### src/rtl/mem_io_bridge_pkg.sv
// Shared address map, region codes and read-source select for the CPU memory/IO bridge.
package mem_io_bridge_pkg;

   localparam logic [17:0] IO_BASE    = 18'h30000;
   localparam logic [2:0]  IO_DAT_OFF = 3'h0;
   localparam logic [2:0]  IO_CNT_OFF = 3'h4;

   typedef enum logic [1:0] {
      RGN_RAM_LO = 2'b00,
      RGN_RAM_HI = 2'b01,
      RGN_HOLE   = 2'b10,
      RGN_IO     = IO_BASE[17:16]
   } region_e;

   typedef enum logic [1:0] {
      SRC_NONE = 2'd0,
      SRC_RAM  = 2'd1,
      SRC_RXB  = 2'd2,
      SRC_CNT  = 2'd3
   } rd_src_e;

   function automatic region_e region_of(input logic [31:0] addr);
      return region_e'(addr[17:16]);
   endfunction

endpackage

### src/rtl/mem_io_bridge_tx_fifo.sv
// Synchronous FIFO for UART TX bytes, with a registered near-full flag and sticky overflow.
module io_tx_fifo
   import mem_io_bridge_pkg::*;
#(
   parameter int DEPTH_LOG   = 3,
   parameter int DATA_W      = 8,
   parameter int FULL_MARGIN = 2
) (
   input  logic              clk,
   input  logic              rst,
   input  logic              push,
   input  logic [DATA_W-1:0] push_dat,
   input  logic              pop,
   output logic              valid,
   output logic [DATA_W-1:0] head,
   output logic              near_full,
   output logic              ovf
);

   localparam int DEPTH = 1 << DEPTH_LOG;

   logic [DEPTH_LOG:0]  wptr, rptr, count, count_nxt;
   logic [DATA_W-1:0]   mem [DEPTH];
   logic                empty, full, do_push, do_pop;

   assign count   = wptr - rptr;
   assign empty   = (count == '0);
   assign full    = (count == (DEPTH_LOG+1)'(DEPTH));
   assign do_pop  = pop & ~empty;
   // A push into a full FIFO is still accepted when the head leaves on the same edge.
   assign do_push = push & (~full | do_pop);
   assign count_nxt = count + (DEPTH_LOG+1)'(do_push) - (DEPTH_LOG+1)'(do_pop);

   always_ff @(posedge clk or posedge rst) begin
      if (rst) begin
         wptr      <= '0;
         rptr      <= '0;
         near_full <= 1'b0;
         ovf       <= 1'b0;
      end else begin
         if (do_push) wptr <= wptr + 1'b1;
         if (do_pop)  rptr <= rptr + 1'b1;
         near_full <= (count_nxt >= (DEPTH_LOG+1)'(DEPTH - FULL_MARGIN));
         if (push & ~do_push) ovf <= 1'b1;
      end
   end

   always_ff @(posedge clk) begin
      if (do_push) mem[wptr[DEPTH_LOG-1:0]] <= push_dat;
   end

   assign valid = ~empty;
   assign head  = empty ? '0 : mem[rptr[DEPTH_LOG-1:0]];

endmodule

### src/rtl/mem_io_bridge.sv
// Splits the CPU byte bus between RAM and memory-mapped IO (UART TX/RX, cycle counter, stop).
module mem_io_bridge
   import mem_io_bridge_pkg::*;
#(
   parameter int TX_DEPTH_LOG = 3,
   parameter int FULL_MARGIN  = 2,
   parameter int CNT_W        = 32
) (
   input  logic        clk_in,
   input  logic        rst_in,
   input  logic        rdy_in,
   input  logic [31:0] cpu_a_i,
   input  logic [7:0]  cpu_dat_i,
   input  logic        cpu_wr_i,
   output logic [7:0]  cpu_dat_o,
   output logic        io_buffer_full,
   output logic [16:0] ram_a_o,
   output logic        ram_we_o,
   output logic [7:0]  ram_dat_o,
   input  logic [7:0]  ram_dat_i,
   input  logic        rx_valid_i,
   input  logic [7:0]  rx_dat_i,
   output logic        rx_pop_o,
   output logic        tx_valid_o,
   output logic [7:0]  tx_dat_o,
   input  logic        tx_ready_i,
   output logic        stop_o,
   output logic        ovf_o
);

   logic [CNT_W-1:0] cnt;
   logic [31:0]      snap;
   logic [2:0]       sub;
   logic             tx_push, stop_set, snap_ld;
   logic [7:0]       tx_push_dat;
   rd_src_e          nxt_src, rd_src_p1;
   logic [7:0]       nxt_byte, rd_byte_p1;
   logic             unused_addr;

   assign sub         = cpu_a_i[2:0];
   assign ram_a_o     = cpu_a_i[16:0];
   assign ram_dat_o   = cpu_dat_i;
   assign unused_addr = ^cpu_a_i[31:18];

   always_comb begin
      ram_we_o    = 1'b0;
      rx_pop_o    = 1'b0;
      tx_push     = 1'b0;
      tx_push_dat = cpu_dat_i;
      stop_set    = 1'b0;
      snap_ld     = 1'b0;
      nxt_src     = SRC_NONE;
      nxt_byte    = 8'h00;
      if (rdy_in) begin
         case (region_of(cpu_a_i))
            RGN_RAM_LO, RGN_RAM_HI: begin
               ram_we_o = cpu_wr_i;
               if (!cpu_wr_i) nxt_src = SRC_RAM;
            end
            RGN_IO: begin
               if (cpu_wr_i) begin
                  if (sub == IO_DAT_OFF) begin
                     tx_push = (cpu_dat_i != 8'h00);
                  end else if (sub == IO_CNT_OFF) begin
                     tx_push     = 1'b1;
                     tx_push_dat = 8'h00;
                     stop_set    = 1'b1;
                  end
               end else if (sub == IO_DAT_OFF) begin
                  if (rx_valid_i) begin
                     rx_pop_o = 1'b1;
                     nxt_src  = SRC_RXB;
                     nxt_byte = rx_dat_i;
                  end
               end else if (sub[2] == IO_CNT_OFF[2]) begin
                  // Byte 0 samples the live counter and freezes the rest for bytes 1..3.
                  nxt_src = SRC_CNT;
                  if (sub[1:0] == 2'd0) begin
                     nxt_byte = cnt[7:0];
                     snap_ld  = 1'b1;
                  end else begin
                     nxt_byte = snap[{sub[1:0], 3'b000} +: 8];
                  end
               end
            end
            default: ;
         endcase
      end
   end

   // Read-return stage: one cycle after the request.
   always_ff @(posedge clk_in or posedge rst_in) begin
      if (rst_in) begin
         cnt        <= '0;
         snap       <= '0;
         rd_src_p1  <= SRC_NONE;
         rd_byte_p1 <= 8'h00;
         stop_o     <= 1'b0;
      end else if (rdy_in) begin
         cnt        <= cnt + CNT_W'(1);
         rd_src_p1  <= nxt_src;
         rd_byte_p1 <= nxt_byte;
         if (snap_ld)  snap   <= cnt[31:0];
         if (stop_set) stop_o <= 1'b1;
      end
   end

   assign cpu_dat_o = (rd_src_p1 == SRC_RAM) ? ram_dat_i : rd_byte_p1;

   io_tx_fifo #(
      .DEPTH_LOG   (TX_DEPTH_LOG),
      .DATA_W      (8),
      .FULL_MARGIN (FULL_MARGIN)
   ) u_tx_fifo (
      .clk       (clk_in),
      .rst       (rst_in),
      .push      (tx_push),
      .push_dat  (tx_push_dat),
      .pop       (tx_valid_o & tx_ready_i),
      .valid     (tx_valid_o),
      .head      (tx_dat_o),
      .near_full (io_buffer_full),
      .ovf       (ovf_o)
   );

endmodule

### config.mk
export PLATFORM = sky130hd
export DESIGN_NAME = mem_io_bridge
export DESIGN_NICKNAME = d
export VERILOG_FILES = /design/src/rtl/mem_io_bridge_pkg.sv /design/src/rtl/mem_io_bridge_tx_fifo.sv /design/src/rtl/mem_io_bridge.sv
export SDC_FILE = /design/constraint.sdc
export NUM_CORES = 1
export LEC_CHECK = 0
export ABC_AREA = 1
export CAP_MARGIN = 20
export CORE_MARGIN = 2
export CORE_UTILIZATION = 40
export DETAILED_ROUTE_END_ITERATION = 8
export GPL_ROUTABILITY_DRIVEN = 0
export HOLD_SLACK_MARGIN = 0.15
export PLACE_DENSITY = 0.76
export SYNTH_ARGS = -nofsm -noshare
export SYNTH_HDL_FRONTEND = slang
export SYNTH_SLANG_ARGS = --single-unit
### constraint.sdc
create_clock -name clk_in -period 3.5 [get_ports clk_in]
set_input_delay 0.7 -clock clk_in [delete_from_list [all_inputs] [get_ports clk_in]]
set_output_delay 0.7 -clock clk_in [all_outputs]
set_load 0.02 [all_outputs]
After elaboration in Yosys (flattened, before gate mapping)
Memory sizes are Yosys's and may differ from the RTL's.
Cells that the tools add are included.

storage, ports and cells
  latch bits = 0
  logic and storage cells = 82
  bits of input ports = 62
  register bits after elaboration = 85
  memories = 1
  ROM bits = 0
  output and inout port bits = 47
  RAM bits = 64

cells by class
  mux-type cells = 43
  equal/unequal tests = 5
  multipliers = 0
  add/sub/neg operators = 6
  bitwise logic cells = 8
  reduce and logical (&&, ||, !) cells = 8
  $lt $le $gt $ge = 1
  shifts and indexed selects = 1
  divide/modulo/power cells = 0

memories
  memory         words  width  rd ports  clocked after memory_dff  wr ports  RTL line                     RTL
  u_tx_fifo.mem  8      8      1         0                         1         mem_io_bridge_tx_fifo.sv:23  logic [DATA_W-1:0] mem [DEPTH];

operators by type and width
  cell                                                               count
  two-way mux 8 bit                                                  13
  adder 32 x 1 -> 32 bit, second input constant                      1
  variable part select 32 x 6 -> 8 bit                               1
  two-way mux 1 bit                                                  25
  adder 4 x 1 -> 4 bit, second input constant                        2
  two-way mux 2 bit                                                  4
  nonzero test 8 bit                                                 1
  adder 4 x 1 -> 4 bit                                               1
  bitwise AND 1 bit                                                  4
  == test 2 x 1 -> 1 bit, second input constant                      2
  == test 4 bit, second input constant                               1
  greater-or-equal comparator 4 x 3 -> 1 bit, second input constant  1
  zero test 2 bit                                                    2
  zero test 4 bit                                                    1
  case mux 2 bit (2 select lines)                                    1
  AND reduction 2 bit                                                2
  subtractor 4 x 1 -> 4 bit                                          1
  subtractor 4 bit                                                   1
  == test 3 bit, second input constant                               1
  zero test 3 bit                                                    1
  inverter 1 bit                                                     3
  == test 2 bit, second input constant                               1
  OR reduction 2 bit                                                 1
  OR 1 bit                                                           1

Longest topological paths before layout
Gate-level depths: netlist of run 1.

  depth in word-level cells = 10
  mapped depth = 18
  mapped depth without buffers = 17

By module
Synthesis of run 1 repeated with hierarchy kept, for this count alone.

unflattened totals
  cell total of the unflattened synthesis = 822
  area, all modules = 7,586.0 sq um

by module, submodules not included
  module         instances  area an instance (sq um)  cells each
  mem_io_bridge  1          3,967.6                   480
  io_tx_fifo     1          3,618.5                   342

Worst setup path after synthesis of run 1
No wires, ideal clock.

  path type = register to register
  start point = register u_tx_fifo.rptr[1]
  end point = register u_tx_fifo.near_full
  path buffers = 2
  setup slack = -249 ps
  setup time = 122 ps
  data arrival time = 3,627 ps
  data required time = 3,378 ps
  cell stages (with the launch flop) = 17
  period minus slack after synthesis = 3,749 ps
  cell sequence = dfrtp_1 > buf_2 > clkinv_1 > clkbuf_1 > fa_1 > xnor2_1 > ha_1 > nand2_1 > nand2_1 > nand3_1 > nand3_1 > inv_1 > ha_1 > fa_1 > or2_2 > nand3_1 > nand2_1

between the ends
  cells in the longest elaborated chain, start to end = 10
  elaborated cells between the ends (all ways) = 12
  those cells by class = add/sub (3); order compare (1); eq/ne (1); bitwise (6); reduce/logical (1)

RTL lines
  what                                            RTL line                     RTL
  from (decl)                                     mem_io_bridge_tx_fifo.sv:22  logic [DEPTH_LOG:0] wptr, rptr, count, count_nxt;
  from (signal assigned)                          mem_io_bridge_tx_fifo.sv:42  if (do_pop) rptr <= rptr + 1'b1;
  subtractor 4 bit (*)                            mem_io_bridge_tx_fifo.sv:26  assign count = wptr - rptr;
  zero test 4 bit (*)                             mem_io_bridge_tx_fifo.sv:27  assign empty = (count == '0);
  inverter 1 bit (*)                              mem_io_bridge_tx_fifo.sv:52  assign valid = ~empty;
  named net tx_valid_o                            mem_io_bridge.sv:24          output logic tx_valid_o,
  bitwise AND 1 bit                               mem_io_bridge.sv:119         .pop (tx_valid_o & tx_ready_i),
  bitwise AND 1 bit (*)                           mem_io_bridge_tx_fifo.sv:29  assign do_pop = pop & ~empty;
  OR 1 bit (*)                                    mem_io_bridge_tx_fifo.sv:31  assign do_push = push & (~full | do_pop);
  bitwise AND 1 bit (*)                           mem_io_bridge_tx_fifo.sv:31
  named net u_tx_fifo.do_push                     mem_io_bridge_tx_fifo.sv:24  logic empty, full, do_push, do_pop;
  adder 4 x 1 -> 4 bit (*)                        mem_io_bridge_tx_fifo.sv:32  assign count_nxt = count + (DEPTH_LOG+1)'(do_push) - (DEPTH_LOG+1)'(do_pop);
  subtractor 4 x 1 -> 4 bit (*)                   mem_io_bridge_tx_fifo.sv:32
  greater-or-equal comparator 4 x 3 -> 1 bit (*)  mem_io_bridge_tx_fifo.sv:43  near_full <= (count_nxt >= (DEPTH_LOG+1)'(DEPTH - FULL_MARGIN));
  to (signal assigned)                            mem_io_bridge_tx_fifo.sv:43
  to (decl)                                       mem_io_bridge_tx_fifo.sv:16  output logic near_full,

Mark *: on every way through the listed nets, which the timed path passes. The rest lies on a longest branch.
A chain may end at the register's enable or synchronous reset.

Final worst setup path of run 1
  start point = register u_tx_fifo.wptr[0]
  end point = output tx_dat_o[7]

between the ends
  cells in the longest elaborated chain, start to end = 3

RTL lines
  what                    RTL line                     RTL
  from (decl)             mem_io_bridge_tx_fifo.sv:22
  from (signal assigned)  mem_io_bridge_tx_fifo.sv:41  if (do_push) wptr <= wptr + 1'b1;
  subtractor 4 bit        mem_io_bridge_tx_fifo.sv:26
  zero test 4 bit         mem_io_bridge_tx_fifo.sv:27
  two-way mux 8 bit       mem_io_bridge_tx_fifo.sv:53  assign head = empty ? '0 : mem[rptr[DEPTH_LOG-1:0]];
  to (decl)               mem_io_bridge.sv:25          output logic [7:0] tx_dat_o,

No other way between the ends.

==> results of run 1 <==
[layer usage]
metal / global-route usage [%] / vias up / wire length [um]
li1: - / 2561 / -
met1: 23.4 / 2485 / 6940
met2: 30.4 / 146 / 7900
met3: 4.10 / 37 / 778
met4: 8.04 / 0 / 378
met5: 0 / - / 0
[flip-flops by register name, indices dropped and copies added, names as in the netlist]
register             cells
u_tx_fifo.wptr           4
u_tx_fifo.ovf            1
rd_byte_p1               8
rd_src_p1                2
cnt                     32
u_tx_fifo.near_full      1
u_tx_fifo.rptr           4
u_tx_fifo.mem           64
snap                    24
stop_o                   1
[critical path, cell delays in order (launching register included)]
cell	delay, ns
dfrtp_1	0.43
inv_1	0.10
ha_1	0.15
inv_1	0.06
fa_1	0.40
xnor2_2	0.17
ha_1	0.21
nand2_2	0.08
buf_4	0.18
o211a_1	0.21
clkbuf_2	0.18
[placed cells by master (no fill, tap or decap), types with 3 or more instances in the layout]
master / n
clkbuf_2: 8
nor3_1: 8
o211ai_1: 8
o21ai_0: 38
inv_1: 67
buf_4: 23
bufinv_16: 4
clkinv_1: 6
nand3_1: 42
dfrtp_1: 77
nand2_2: 3
mux2_2: 8
nand4_1: 13
clkinvlp_4: 3
nor2_1: 94
xor2_1: 27
clkbuf_16: 17
o21ai_2: 6
xnor2_1: 5
o22ai_1: 8
a21oi_1: 18
or2_2: 12
inv_6: 4
ha_1: 12
o21ai_1: 9
o211a_1: 8
nand2_1: 146
clkdlybuf4s50_1: 59
edfxtp_1: 64
[cells by family after synthesis]
kind of cell / share of synthesized area [%]
adders and majority gates: 2.72
and+or+nand+nor: 20.0
buffers and inverters: 8.29
AOI/OAI and AO/OA: 8.46
muxes: 1.29
xor gates and xnor gates: 4.14
DFF: 55.1
[where the power goes]
group	total, mW	switching, mW	internal, mW	leakage [nW]
Clock	1.89	0.697	1.20	0.292
Combinational	1.82	1.10	0.724	1.88
Sequential	2.00	0.133	1.86	1.54
Total	5.71	1.93	3.78	3.72
[worst paths after layout]
path,to,slack (ns),cells after the start
max,tx_dat_o[7],0.20,10
min,stop_o$_DFFE_PP0P_,0.47,1
max reg2reg,u_tx_fifo.near_full$_DFF_PP0_,0.27,16
min reg2reg,stop_o$_DFFE_PP0P_,0.47,1
max in group asynchronous,cnt[20]$_DFFE_PP0P_,2.02,3
min in group asynchronous,u_tx_fifo.ovf$_DFFE_PP0P_,0.73,2
[synth_stat cells, types with 9 or more instances]
cell type  instances  area (um^2)
a21oi_1           18         90.1
buf_4             27          203
clkbuf_1          11         41.3
dfrtp_1           77         1930
edfxtp_1          64         1920
ha_1              12          150
inv_1             68          255
nand2_1          148          556
nand3_1           44          220
nand4_1           13         81.3
nor2_1            95          357
o21ai_0           38          190
o21ai_1            9         45.0
or2_2             12         75.1
xor2_1            27          236
[what timing repair did]
| action | 4_1_cts | 5_1_grt |
|---|---|---|
| pin swaps | 0 | 1 |
| resized for setup | 10 | 20 |
| endpoints found under the setup margin | 9 | 9 |
| setup buffers | 0 | 0 |
[cell type report]
| type | instances | area, um^2 |
|---|---|---|
| Clock buffer | 19 | 433 |
| Clock inverter | 13 | 186 |
| Fill cell | 1588 | 8740 |
| Inverter | 74 | 282 |
| Multi-Input combinational cell | 480 | 2600 |
| Sequential cell | 141 | 3850 |
| Tap cell | 225 | 282 |
| Timing Repair Buffer | 91 | 812 |
[stage by stage]
stage / utilization, % / cells / area (um^2) / hold slack, ns
6_report: 49.1 / 1043 / 8440 / 0.473
5_1_grt: 49.1 / 1043 / 8440 / 0.495
4_1_cts: 49.2 / 1043 / 8450 / 0.479
3_5_place_dp: 45.6 / 1011 / 7840 / 0.461
3_3_place_gp: 45.6 / 1011 / 7840 / 0.454
2_1_floorplan: - / 741 / 7010 / 0.442
==> qor.txt, run 1 <==
DPL Wire Length = 11000 um
Final Hold Fails = 0
IO Port Bufs = 68
die height = 136 um
Area Overhead vs Synth = 20.8%
vias per cell = 5.01
FFs w/ async S/R, synth = 54.6%
Clock transition at path regs = 0.06 ns
GR Util All Layers = 18.5%
arrival time worst endpoint = 2.60 ns
Placement Setup Slack = 0.232 ns
library cells used by synthesis = 36
drt drc = 0
hold buffer count at cts = 0
root buf cell = clkbuf_16
Max Clock Freq = 0.303 GHz
Cell Rows = 48
drt first pass iters = 5
overall power = 5.71 mW
PD cells = 676 nW/um^2
CTS tree = yes
wire length of the first global-routing pass = 25900 um
layout cell share with drive strength beyond 1 = 12.2%
Most used DFF post-synth = dfrtp_1
worst rel slew slack = 46.6%
worst-skew pair later-pin latency = 0.43 ns
RSZ-0062 raised after global routing = no
largest net degree at the start of global routing = 46
number of synthesized flops with an enable pin = 64
CORE AREA = 17200 um^2
DIE AREA = 18500 um^2
Die Width = 136 um
kind of critical path = reg2out
Worst Path Required = 2.80 ns
Final Max Slew Viols = 0
critical path peak fanout = 9
reg2reg start = u_tx_fifo.wptr[0]$_DFFE_PP0P_
num ports = 109
Leakage = 3.72 nW
post-synthesis net count = 817
antenna violations before repair = 0
startpoint types = flip-flop
nature of the critical path endpoint = output pin
outcome = finished clean
Initial Util = 40.7%
post-synthesis cell count = 741
final setup violation count = 0
Layout Nets = 881
number of global-route vias before repair = 5060
average routed wire per standard cell = 15.3 um
Max-Cap Viols = 0
H-tree levels = 4
Ant. Diodes = 0
HP Class = reg2reg
setup TNS = 0 ns
Tightest Pin Transition = 0.800 ns
CTS sink cnt = 141
register area share after synthesis = 55.1%
grt ovf = 0
Tmin final = 3.30 ns
fin crit share = 94.2%
Via Count = 5229
Post-Syn Area = 6980 um^2
Yosys reg bits = 141
CP Launch Point = u_tx_fifo.wptr[0]$_DFFE_PP0P_
Post-DRT Antenna Nets = 0
Num CTS Buffers = 17
worst vdd ir = 0.482 mV
Iteration-0 DRC Markers = 534
average cell area after synthesis = 9.43 um^2
Ys Warns = 0
Setup Skew = 0.00725 ns
worst min-delay path startpoint = stop_o$_DFFE_PP0P_
final wirelength = 16000 um
final setup margin = 0.205 ns
CTS max path bufs = 2
No activity file was read; power rests on OpenSTA's default activity.
==> run 2, diff against run 1 <==
==> constraint.sdc (replaced) <==
create_clock -name clk_in -period 2.9 [get_ports clk_in]
set_input_delay 0.58 -clock clk_in [delete_from_list [all_inputs] [get_ports clk_in]]
set_output_delay 0.58 -clock clk_in [all_outputs]
set_load 0.02 [all_outputs]
==> run 2 against run 1 <==
  * Non-clock buffer count increased by 26
  * First-iteration DRC count decreased by 40%
  * Register-to-register slack got worse by 0.24 ns
  * Hold slack improved by 0.0019 ns
  * Cell count increased by 2.6%
  * Clock power increased by 14%
  * Critical path depth increased by 6
  * Sequential power increased by 20%
  * Routed wire length increased by 0.77%
  * Flip-flop and latch count unchanged
  * Critical endpoint is now u_tx_fifo.near_full$_DFF_PP0_
==> qor.txt, run 2 (synthesis gave the netlist of run 1 again) <==
worst vdd ir = 0.559 mV (+16%)
most common cell after layout, fill and taps aside = nand2_1
Max Clock Freq = 0.348 GHz
Combinational Power Share = 37.1% (+5.2 points)
fin crit share = 99.0%
CTS tree = yes
placed cell count = 1035 (+2.4%)
largest net degree at the start of global routing = 44 (-4.3%)
Worst Path Required = 3.21 ns (+0.41 ns)
Leakage = 3.86 nW (+3.9%)
CORE AREA = 17200 um^2 (unchanged)
wire length of the first global-routing pass = 25400 um (-1.7%)
DPL Wire Length = 11300 um (+2.6%)
worst rel slew slack = 46.5% (-0.15 points)
Iteration-0 DRC Markers = 319 (-40%)
HP Class = reg2reg
final wirelength = 16100 um (+0.77%)
startpoint types = flip-flop
antenna violations before repair = 0 (unchanged)
nature of the critical path endpoint = flip-flop
final setup violation count = 0 (unchanged)
Tightest Pin Transition = 0.800 ns (+0.000351 ns)
Net Sw Power = 2.52 mW (+31%)
Area Overhead vs Synth = 25.1%
die height = 136 um (unchanged)
Layout Nets = 908 (+3.1%)
area post-placement = 8100 um^2 (+3.4%)
outcome = finished clean
drt drc = 0 (unchanged)
Post-DRT Antenna Nets = 0 (unchanged)
critical path peak fanout = 5 (-4)
Final Max Slew Viols = 0 (unchanged)
grt ovf = 0 (unchanged)
Final Hold Fails = 0 (unchanged)
commonest non-fill, non-tap cells in the layout = 146 x nand2_1, 94 x nor2_1, 77 x dfrtp_1
PD cells = 827 nW/um^2 (+22%)
H-tree levels = 4 (unchanged)
Clock transition at path regs = 0.06 ns (about the same)
drt first pass iters = 5 (unchanged)
vias per cell = 5.00 (-0.25%)
CTS sink cnt = 141 (unchanged)
setup TNS = 0 ns (unchanged)
Internal Power = 4.70 mW (+24%)
Reg power frac = 33.2% (-1.8 points)
Ant. Diodes = 0 (unchanged)
Via Count = 5351 (+2.3%)
DIE AREA = 18500 um^2 (unchanged)
root buf cell = clkbuf_16
Num CTS Buffers = 17 (unchanged)
# fillers = 1533 (-3.5%)
Die Width = 136 um (unchanged)
arrival time worst endpoint = 3.18 ns (+0.58 ns)
num ports = 109 (unchanged)
RSZ-0062 raised after global routing = yes
kind of critical path = reg2reg
layout cell share with drive strength beyond 1 = 16.8% (+4.6 points)
Hold WS = 0.475 ns (+0.00187 ns)
number of global-route vias before repair = 5091 (+0.61%)
Max-Cap Viols = 0 (unchanged)
GR Util All Layers = 18.1% (-0.38 points)
fin area = 8740 um^2 (+3.5%)
average routed wire per standard cell = 15.1 um (-1.8%)
worst-skew pair later-pin latency = 0.42 ns (about the same)
Layout Cells excl Fill = 1070 (+2.6%)
Clk pwr share = 29.8% (-3.4 points)
IO Port Bufs = 68 (unchanged)
Initial Util = 40.7% (unchanged)
max reg flops = 64 (unchanged)
Setup Skew = 0.00891 ns (+0.00166 ns)
Tmin final = 2.87 ns
Sw Share = 34.9% (+1.2 points)
CTS max path bufs = 2 (unchanged)
Cell Rows = 48 (unchanged)
-- run 2: layout make-up --
class	instances	area, um^2	share of cell area [%]
Clock buffer	18	429	4.91
Clock inverter	14	158	1.80
Timing Repair Buffer	117	1030	11.8
Sequential cell	141	3850	44.1
Inverter	74	289	3.31
Tap cell	225	282	3.22
Multi-Input combinational cell	481	2700	30.9
-- run 2: layer usage --
metal	track usage, %	vias to the layer above	share of wire (%)
met3	3.62	20	5.3
li1	-	2614	-
met5	0	-	0
met4	6.77	0	1.2
met1	22.3	2554	42
met2	31.4	163	52
-- run 2: critical path: stages, from the launching register on --
cell     delay [ns]
dfrtp_1        0.39
inv_2          0.06
ha_1           0.14
inv_2          0.04
fa_2           0.35
xnor2_2        0.21
ha_4           0.22
nand2_8        0.08
nand2_8        0.08
inv_4          0.04
ha_4           0.24
inv_1          0.03
ha_2           0.17
fa_2           0.34
or2_4          0.23
nand3_2        0.05
nand2_1        0.05
-- run 2: through the flow --
| stage | util (%) | total power [mW] | worst slack, ns |
|---|---|---|---|
| after global routing | 50.9 | 7.64 | -0.0686 |
| final | 50.9 | 7.23 | 0.0302 |
| after detailed placement | 47.2 | 5.02 | -0.0881 |
| after global placement | 47.2 | 4.95 | -0.0488 |
| after CTS | 50.7 | 7.20 | 0.00276 |
| after floorplan | - | 4.16 | -0.0525 |
-- run 2: what timing repair did --
action,4_1_cts,5_1_grt
endpoints found under the setup margin,10,11
hold buffers,0,0
buffers inserted,1,1
pin swaps,4,6
resized for setup,38,8
gates cloned,1,0
-- run 2: final timing paths --
path                            slack (ns)                     startpoint  cells past startpoint                             to
worst max-delay path                  0.03  u_tx_fifo.wptr[0]$_DFFE_PP0P_                     16  u_tx_fifo.near_full$_DFF_PP0_
worst max register to register        0.03  u_tx_fifo.wptr[0]$_DFFE_PP0P_                     16  u_tx_fifo.near_full$_DFF_PP0_
min in group asynchronous             0.55                         rst_in                      2      u_tx_fifo.ovf$_DFFE_PP0P_
worst min-delay path                  0.48             stop_o$_DFFE_PP0P_                      1             stop_o$_DFFE_PP0P_
max in group asynchronous             1.71                         rst_in                      3      rd_byte_p1[4]$_DFFE_PP0P_
worst min register to register        0.48             stop_o$_DFFE_PP0P_                      1             stop_o$_DFFE_PP0P_
-- run 2: power by group through the flow --
stage	Clock, mW	Sequential (mW)	Combinational (mW)
3_5_place_dp	0	2.43	2.59
5_1_grt	2.26	2.42	2.97
2_1_floorplan	0	2.41	1.75
3_3_place_gp	0	2.43	2.52
6_report	2.15	2.40	2.68
4_1_cts	2.17	2.39	2.63
